## config.mk

```make
export PLATFORM = sky130hd
export DESIGN_NAME = nanov_spi_mem_responder
export DESIGN_NICKNAME = d
export VERILOG_FILES = /design/src/rtl/nanov_spi_pkg.sv /design/src/rtl/nanov_spi_byte_ram.sv /design/src/rtl/nanov_spi_mem_responder.sv
export SDC_FILE = /design/constraint.sdc
export NUM_CORES = 2
export LEC_CHECK = 0
export CAP_MARGIN = 20
export CORE_MARGIN = 2
export CORE_UTILIZATION = 60
export DETAILED_ROUTE_END_ITERATION = 12
export PLACE_DENSITY = 0.75
export SLEW_MARGIN = 25
export SYNTH_ARGS = -nofsm -noshare
export SYNTH_HDL_FRONTEND = slang
export SYNTH_SLANG_ARGS = --single-unit
```

## constraint.sdc

```tcl
create_clock -name clk -period 5.1 [get_ports clk]
set_clock_uncertainty 0.1 [all_clocks]
set_input_delay 1.275 -clock clk [delete_from_list [all_inputs] [get_ports clk]]
set_output_delay 1.275 -clock clk [all_outputs]
set_load 0.01 [all_outputs]
```

## src/rtl/nanov_spi_pkg.sv

```systemverilog
// Shared definitions for the nanoV SPI memory link: command opcodes,
// address field width and the responder state enumeration.
package nanov_spi_pkg;

  localparam logic [7:0] SPI_CMD_READ  = 8'h03;
  localparam logic [7:0] SPI_CMD_WRITE = 8'h02;
  localparam int         SPI_ADDR_BITS = 24;

  typedef enum logic [2:0] {
    ST_IDLE   = 3'd0,
    ST_CMD    = 3'd1,
    ST_ADDR   = 3'd2,
    ST_READ   = 3'd3,
    ST_WRITE  = 3'd4,
    ST_IGNORE = 3'd5
  } spi_state_e;

  // A transaction is in progress in every state except IDLE and IGNORE.
  function automatic logic state_is_busy(input spi_state_e s);
    return (s == ST_CMD) || (s == ST_ADDR) || (s == ST_READ) || (s == ST_WRITE);
  endfunction

endpackage

```

## src/rtl/nanov_spi_byte_ram.sv

```systemverilog
// Byte array behind the SPI responder: asynchronous read, synchronous write.
// Kept as its own module so a technology macro can be dropped in later.
// Contents are deliberately not reset.
module nanov_spi_byte_ram #(
  parameter int DEPTH_BYTES = 256,
  parameter int ADDR_BITS   = $clog2(DEPTH_BYTES)
) (
  input  logic                 clk,
  input  logic                 we,
  input  logic [ADDR_BITS-1:0] waddr,
  input  logic [7:0]           wdata,
  input  logic [ADDR_BITS-1:0] raddr,
  output logic [7:0]           rdata
);

  logic [7:0] mem [DEPTH_BYTES];

  // Write port: one byte per enabled clock edge.
  always_ff @(posedge clk) begin
    if (we) mem[waddr] <= wdata;
  end

  // Read port: combinational lookup so a byte can load on the same edge.
  always_comb begin
    rdata = mem[raddr];
  end

endmodule

```

## src/rtl/nanov_spi_mem_responder.sv

```systemverilog
// Device end of the nanoV SPI link. Decodes READ/WRITE + 24-bit address,
// then streams bytes out of (or into) a byte array with address
// auto-increment while select stays low. Bits are qualified by
// spi_clk_enable in the clk domain.
// Handshake: a bit transfers on a rising clk edge only when spi_select=0 and
// spi_clk_enable=1; with enable low every register holds, so the CPU may stop
// the bit clock at any point.
// DEPTH_BYTES must be a power of 2 and smaller than 2^24.
module nanov_spi_mem_responder
  import nanov_spi_pkg::*;
#(
  parameter int DEPTH_BYTES = 256,
  parameter int ADDR_BITS   = $clog2(DEPTH_BYTES)
) (
  input  logic                 clk,
  input  logic                 rst,
  input  logic                 spi_select,
  input  logic                 spi_clk_enable,
  input  logic                 spi_in,
  output logic                 spi_out,
  output logic                 busy,
  output logic                 wr_strobe,
  output logic [ADDR_BITS-1:0] wr_addr,
  output logic [7:0]           wr_data
);

  spi_state_e               state_q, state_d;
  logic [4:0]               bit_cnt_q;
  logic [SPI_ADDR_BITS-1:0] addr_q;
  logic                     is_write_q;
  logic [7:0]               shreg_q;
  logic                     spi_out_q;
  logic                     wr_strobe_q;
  logic [ADDR_BITS-1:0]     wr_addr_q;
  logic [7:0]               wr_data_q;

  logic                     bit_en;
  logic                     byte_done;
  logic                     addr_done;
  logic [7:0]               shift_in;
  logic [SPI_ADDR_BITS-1:0] addr_shift;
  logic [SPI_ADDR_BITS-1:0] addr_inc;
  logic [ADDR_BITS-1:0]     rd_idx;
  logic [7:0]               rd_data;
  logic                     ram_we;

  assign bit_en     = !spi_select && spi_clk_enable;
  assign byte_done  = (bit_cnt_q == 5'd7);
  assign addr_done  = (bit_cnt_q == 5'd23);
  assign shift_in   = {shreg_q[6:0], spi_in};
  assign addr_shift = {addr_q[SPI_ADDR_BITS-2:0], spi_in};
  // Only the array index bits advance; upper address bits are carried along.
  assign addr_inc   = {addr_q[SPI_ADDR_BITS-1:ADDR_BITS],
                       addr_q[ADDR_BITS-1:0] + ADDR_BITS'(1)};
  // The byte to load is either the one just addressed (last address bit)
  // or the next one in the stream (last bit of the current byte).
  assign rd_idx     = (state_q == ST_ADDR) ? addr_shift[ADDR_BITS-1:0]
                                           : addr_inc[ADDR_BITS-1:0];
  assign ram_we     = (state_q == ST_WRITE) && bit_en && byte_done;

  nanov_spi_byte_ram #(
    .DEPTH_BYTES(DEPTH_BYTES),
    .ADDR_BITS  (ADDR_BITS)
  ) u_ram (
    .clk  (clk),
    .we   (ram_we),
    .waddr(addr_q[ADDR_BITS-1:0]),
    .wdata(shift_in),
    .raddr(rd_idx),
    .rdata(rd_data)
  );

  // State register.
  always_ff @(posedge clk or posedge rst) begin
    if (rst) state_q <= ST_IDLE;
    else     state_q <= state_d;
  end

  // Next-state logic; deselect wins from any state.
  always_comb begin
    state_d = state_q;
    if (spi_select) begin
      state_d = ST_IDLE;
    end else begin
      case (state_q)
        ST_IDLE: state_d = ST_CMD;
        ST_CMD: begin
          if (bit_en && byte_done) begin
            if (shift_in == SPI_CMD_READ || shift_in == SPI_CMD_WRITE) state_d = ST_ADDR;
            else                                                       state_d = ST_IGNORE;
          end
        end
        ST_ADDR: begin
          if (bit_en && addr_done) state_d = is_write_q ? ST_WRITE : ST_READ;
        end
        default: state_d = state_q;
      endcase
    end
  end

  // Outputs derived from state and the datapath registers.
  always_comb begin
    busy      = state_is_busy(state_q);
    spi_out   = spi_out_q;
    wr_strobe = wr_strobe_q;
    wr_addr   = wr_addr_q;
    wr_data   = wr_data_q;
  end

  // Datapath: bit counter, shift register, address and write reporting.
  always_ff @(posedge clk or posedge rst) begin
    if (rst) begin
      bit_cnt_q   <= 5'd0;
      addr_q      <= '0;
      is_write_q  <= 1'b0;
      shreg_q     <= 8'd0;
      spi_out_q   <= 1'b0;
      wr_strobe_q <= 1'b0;
      wr_addr_q   <= '0;
      wr_data_q   <= 8'd0;
    end else begin
      wr_strobe_q <= 1'b0;
      if (spi_select) begin
        bit_cnt_q <= 5'd0;
        spi_out_q <= 1'b0;
      end else begin
        case (state_q)
          ST_IDLE: begin
            spi_out_q <= 1'b0;
            if (bit_en) begin
              shreg_q   <= shift_in;
              bit_cnt_q <= 5'd1;
            end else begin
              bit_cnt_q <= 5'd0;
            end
          end
          ST_CMD: begin
            if (bit_en) begin
              shreg_q <= shift_in;
              if (byte_done) begin
                bit_cnt_q  <= 5'd0;
                is_write_q <= (shift_in == SPI_CMD_WRITE);
              end else begin
                bit_cnt_q <= bit_cnt_q + 5'd1;
              end
            end
          end
          ST_ADDR: begin
            if (bit_en) begin
              addr_q <= addr_shift;
              if (addr_done) begin
                bit_cnt_q <= 5'd0;
                if (!is_write_q) begin
                  shreg_q   <= rd_data;
                  spi_out_q <= rd_data[7];
                end
              end else begin
                bit_cnt_q <= bit_cnt_q + 5'd1;
              end
            end
          end
          ST_READ: begin
            if (bit_en) begin
              if (byte_done) begin
                bit_cnt_q <= 5'd0;
                addr_q    <= addr_inc;
                shreg_q   <= rd_data;
                spi_out_q <= rd_data[7];
              end else begin
                bit_cnt_q <= bit_cnt_q + 5'd1;
                shreg_q   <= {shreg_q[6:0], shreg_q[7]};
                spi_out_q <= shreg_q[6];
              end
            end
          end
          ST_WRITE: begin
            if (bit_en) begin
              shreg_q <= shift_in;
              if (byte_done) begin
                bit_cnt_q   <= 5'd0;
                addr_q      <= addr_inc;
                wr_strobe_q <= 1'b1;
                wr_addr_q   <= addr_q[ADDR_BITS-1:0];
                wr_data_q   <= shift_in;
              end else begin
                bit_cnt_q <= bit_cnt_q + 5'd1;
              end
            end
          end
          default: spi_out_q <= 1'b0;
        endcase
      end
    end
  end

endmodule

```

; Word-level counts from Yosys, hierarchy flattened
; Memories as Yosys holds them, arrays and structs flattened.
; Index checks and enable logic that the tools add are counted.
; Widths: inputs -> output; s select.
[word_totals]
register_bits = 43
latchBits = 0
ram_bits = 2048
word_cells = 100
romBits = 0
out_inout_bits = 19
mem_count = 1
inputBits = 5
[op_classes]
n_mux = 38
n_eq_ne = 23
div_mod_pow = 0
n_bitwise = 1
multipliers = 0
n_reduce_logical = 26
add_sub_neg = 2
shift = 0
magnitude_cmp = 0
[mem_list]
columns = name, depth, width, rd, rd_clocked_by_memory_dff, write_ports, line
row1 = u_ram.mem, 256, 8, 1, 0, 1, nanov_spi_byte_ram.sv:16  ; logic [7:0] mem [DEPTH_BYTES];
[op_table]
columns = operator, n
row1 = $mux 8, 9
row2 = $mux 5, 5
row3 = $pmux 8 s3, 1
row4 = $ne 3x3->1 const B, 6
row5 = $pmux 9 s2, 1
row6 = $eq 8x2->1 const B, 2
row7 = $mux 3, 5
row8 = $pmux 5 s3, 1
row9 = $mux 1, 13
row10 = $reduce_and 5->1, 2
row11 = $mux 9, 1
row12 = $pmux 3 s3, 1
row13 = $add 8x1->8 const B, 1
row14 = $ne 2x1->1 const B, 4
row15 = $ne 2x2->1 const B, 4
row16 = $reduce_and 4->1, 2
row17 = $reduce_bool 4->1, 2
row18 = $reduce_and 7->1, 1
row19 = $eq 3x2->1 const B, 2
row20 = $reduce_and 3->1, 2
row21 = $reduce_or 3->1, 2
row22 = $add 5x1->5 const B, 1
row23 = $eq 5x3->1 const B, 1
row24 = $eq 5x5->1 const B, 1
row25 = other kinds (12), 20

; Longest topological paths before layout
; An unclocked memory read counts as a cell.
[depth]
word_depth = 8
depth_mapped = 20

; Hierarchy
; Synthesis repeated with hierarchy kept, for this count alone.
[unflattened]
hier_cells = 4029
hier_area_um2 = 81922.3
[by_module_without_submodules]
columns = mod, cells_per_inst, n_inst, area_per_inst_um2
row1 = nanov_spi_byte_ram, 3725, 1, 79396.1
row2 = nanov_spi_mem_responder, 304, 1, 2526.2

; Worst setup path before layout
; Ideal clock, no wire load.
[synth_path]
kind = reg2reg
start = reg shreg_q[0]
end = reg state_q[0]
setup_time_ps = 128
arrival_ps = 4267
required_ps = 4872
path_stages_with_launch = 6
period_less_slack_ps = 4496
slack_ps = 604
n_path_buf = 0
cell_sequence = dfrtp_1 -> nand3_1 -> nor3_1 -> a211oi_1 -> a21oi_1 -> nor2_1
[synth_via]
elab_chain_len = 6
elab_cells_between_ends = 7
[synth_lines]
columns = element, line
row1 = start: declaration, nanov_spi_mem_responder.sv:31  ; logic [7:0] shreg_q;
row2 = start signal: assignment, nanov_spi_mem_responder.sv:131  ; shreg_q <= shift_in;
row3 = start signal: assignment, nanov_spi_mem_responder.sv:139  ; shreg_q <= shift_in;
row4 = start signal: assignment, nanov_spi_mem_responder.sv:154  ; shreg_q <= rd_data;
row5 = $eq 8x2->1, nanov_spi_mem_responder.sv:89  ; if (shift_in == SPI_CMD_READ || shift_in == SPI_CMD_WRITE) state_d = ST_ADDR;
row6 = $logic_or 1x1->1 (*), nanov_spi_mem_responder.sv:89
row7 = $mux 3 (*), nanov_spi_mem_responder.sv:89
row8 = $mux 3 (*), nanov_spi_mem_responder.sv:88  ; if (bit_en && byte_done) begin
row9 = $pmux 3 s3 (*), nanov_spi_mem_responder.sv:85  ; case (state_q)
row10 = $mux 3 (*), nanov_spi_mem_responder.sv:82  ; if (spi_select) begin
row11 = end signal: assignment, nanov_spi_mem_responder.sv:76  ; else state_q <= state_d;
row12 = end: declaration, nanov_spi_mem_responder.sv:27  ; spi_state_e state_q, state_d;
; Mark *: on every way between the ends. The rest lies on a longest branch, timed or not. The select of a mux whose other input is x is not followed.
; A chain may end at the register's enable or synchronous reset.

; Worst setup path in the final report
[layout_path]
start = reg addr_q[0]
end = reg shreg_q[4]
[layout_via]
elab_chain_len = 7
elab_cells_between_ends = 9
[layout_lines]
columns = element, line
row1 = start: declaration, nanov_spi_mem_responder.sv:29  ; logic [SPI_ADDR_BITS-1:0] addr_q;
row2 = start signal: assignment, nanov_spi_mem_responder.sv:150  ; addr_q <= addr_shift;
row3 = start signal: assignment, nanov_spi_mem_responder.sv:166  ; addr_q <= addr_inc;
row4 = start signal: assignment, nanov_spi_mem_responder.sv:181  ; addr_q <= addr_inc;
row5 = $add 8x1->8, nanov_spi_mem_responder.sv:54  ; addr_q[ADDR_BITS-1:0] + ADDR_BITS'(1)};
row6 = $mux 8 (*), nanov_spi_mem_responder.sv:57  ; assign rd_idx = (state_q == ST_ADDR) ? addr_shift[ADDR_BITS-1:0]
row7 = $mem_v2 256x8 (*), -
row8 = $mux 8, nanov_spi_mem_responder.sv:153  ; if (!is_write_q) begin
row9 = $mux 8, nanov_spi_mem_responder.sv:151  ; if (addr_done) begin
row10 = $mux 8, nanov_spi_mem_responder.sv:149  ; if (bit_en) begin
row11 = $pmux 8 s3 (*), nanov_spi_mem_responder.sv:127  ; case (state_q)
; Marks and branches as above.

==> reports/metrics.yaml <==
ys_async_sr_fraction_pct: 2.06
max_freq_mhz: 196
num-fill-cells: 9488
cts.sinks: 2091
period_share_pct: 99.9
cp_max_fo: 10
dr.pass1.iters: 8
clk_pin_slew_ns: 0.06
cts_buffer_depth: 3
ys.flop_type: "edfxtp_1"
post_cts_buffers: 0
cts_root_buf: "clkbuf_16"
drtAntennaViolNets: 0
worstMarginPinSlew_ns: 1.06
io_buffers: 23
die_w_um: 387
htree_levels: 4
grt_pass1_wl_mm: 407
wirelength_mm: 288
post_drt_via_cell_ratio: 7.29
grt_max_degree: 202
final-hold-violation-count: 0
dr_total_vias: 61800
hold_path_end: "wr_data[7]"
tns_ns: 0
worstSetupPathType: "flip-flop to flip-flop"
hp-start: "wr_data[7]"
rows: 140
cp_data_required_time_ns: 5.78
dp_slack_ns: -0.193
worstSetupEndpointType: "flip-flop"
final_util_pct: 68.3
grt_usage_pct: 37.7
vdd_ir_drop_max_v: 0.000743
outcome: "completed"
final_cell_area_mm2: 0.0995
place.gp.congestion: 0.992
hpwl_mm: 178
cts_hold_buffers: 0
synth_cell_types: 96
die_area_mm2: 0.150
critPathArrivalTime_ns: 5.77
routedWlPerCell_um: 33.9
ys.warnings.count: 0
rsz0062_at_grt: "false"
whs_path_depth: 2
synthCells: 6105
hold_path_class: "flip-flop to flip-flop"
tritoncts: "done"
antenna_found_initial: 13
relSlewSlack_pct: 29.0
avgSynthCellArea_um2: 14.4
synthesis.area_mm2: 0.0880
place_area_mm2: 0.0931
synth_edf_count: 2048
max_cap_violations: 0
layout_min_cycle_time_ns: 5.10
slew_violations: 0
cts_resized: 0
drc: 0
final_cells: 8477
clock_latency_ns: 0.87
coreArea_mm2: 0.146
grt_pass1_vias: 58300
syn_to_final_growth_pct: 13.1
setup.worst_path.start_class: "flip-flop"
drtIter0Drc: 10700
rr_endpoint: "shreg_q[4]"
rr_startpoint: "addr_q[0]"
dpl.cell_count: 8094
r2r_cells: 10
drive_gt1_share_pct: 14.9
rrSetupSlack_ns: 0.005
synth-seq-cells: 2091
cts_buffers: 202
nets: 6393
grt-ovfl-total: 0
setup_viol: 0
seq_area_frac_synth_pct: 71.1
fp.dieH_um: 387
ios: 24
layout_setup_ws_ns: 0.00477
syn_nets: 6115
p_per_area_mw_per_mm2: 699
p_leak_nw: 33.1
initial_utilization_pct: 60.5
-- worst max-delay path, stage by stage, from the launching register on --
cell and delay (ns):
dfrtp_4 0.53, ha_1 0.48, and3_1 0.38, nand2_1 0.18, o221ai_2 0.78, nand2_1 0.72, a2111oi_0 0.86, a2111oi_2 0.24
buf_4 0.23, a41o_1 0.27, o31ai_1 0.21
-- worst max path at each step --
stage,endpoint,from
floorplan,state_q[0],shreg_q[0]
global placement,shreg_q[4],spi_in
detailed placement,shreg_q[3],spi_in
CTS,shreg_q[3],addr_q[0]
global route,shreg_q[3],addr_q[0]
finish,shreg_q[4],addr_q[0]
-- Yosys cell counts (all sizes together), types with 11 or more instances --
| cell type | count | area (um2) |
|---|---|---|
| or3 | 20 | 125 |
| mux2 | 46 | 518 |
| edfxtp | 2048 | 61500 |
| a21oi | 186 | 957 |
| o21ai | 214 | 1090 |
| nor2 | 488 | 1840 |
| a22oi | 30 | 258 |
| dfrtp | 43 | 1080 |
| inv | 19 | 71.3 |
| a32o | 14 | 140 |
| clkbuf | 147 | 556 |
| o211ai | 46 | 350 |
| and3 | 46 | 288 |
| o22a | 34 | 298 |
| buf | 321 | 1820 |
| o2111ai | 46 | 403 |
| o22ai | 209 | 1310 |
| mux2i | 423 | 4230 |
| o221ai | 139 | 1220 |
| a32oi | 92 | 806 |
| nand4 | 43 | 269 |
| o31ai | 28 | 210 |
| a221oi | 87 | 800 |
| nor2b | 16 | 100 |
| a311oi | 30 | 263 |
| nand2 | 659 | 2470 |
| nand3 | 164 | 826 |
| mux4 | 55 | 1240 |
| a211oi | 71 | 533 |
| nor3 | 117 | 591 |
| and2 | 11 | 68.8 |
| a31oi | 43 | 269 |
| nor4 | 23 | 144 |
| a2111oi | 18 | 170 |
-- registers in the layout, indices dropped and copies added, names as in the netlist --
register    count
u_ram.mem    2048
spi_out         1
is_write_q      1
bit_cnt_q       5
wr_addr         8
shreg_q         8
state_q         3
addr_q          8
wr_strobe       1
wr_data         8
-- cell families after synthesis --
family	synth area share [%]
mux	6.81
xor+xnor	0.0683
compound gates	11.2
flops	71.1
buf+inv	2.79
simple gates	7.96
fa+ha+maj	0.0711
-- layout make-up --
type,instances,area [um2],area share [%]
flip-flops and latches,2091,62600,62.9
multi-input cells,3525,23200,23.3
clock buffers,242,5250,5.27
repair buffers,542,4910,4.93
well taps,1917,2400,2.41
clock inverters,126,1020,1.03
inverters,21,81.3,0.0817
diodes,13,32.5,0.0327
-- routing by layer --
metal	vias to the layer above	part of all wire [%]	track usage, %
li1	24800	-	-
met1	30400	34	50.0
met2	5487	43	54.9
met3	1106	15	12.4
met4	14	6.9	21.8
met5	-	0.033	0
-- power by group --
part	internal (mW)	total (mW)	switching, mW
Clock	7.98	14.5	6.49
Combinational	10.1	33.6	23.5
Sequential	21.0	21.5	0.507
Total	39.1	69.5	30.5
-- cells in the final DEF (no fill, tap or decap), types with 71 or more instances in the layout --
cell       Yosys  layout
o21ai_0      210     209
o22ai_1      208     208
mux2i_1      423     423
a32oi_1       92      92
buf_4         59     457
a221oi_1      81      81
nor2_1       486     478
nor3_1       116     115
a21oi_1      183     182
edfxtp_1    2048    2048
nand3_1      163     160
nand2_1      659     653
a211oi_1      71      71
clkbuf_16      0     204
o221ai_1     139     138
-- stage by stage --
step / hold slack (ns) / total power [mW]
final: 0.378 / 69.5
after global routing: 0.406 / 70.8
after CTS: 0.383 / 68.0
after detailed placement: 0.366 / 53.7
after global placement: 0.359 / 53.2
after floorplan: 0.352 / 40.0
(Power assumes the default switching activity.)
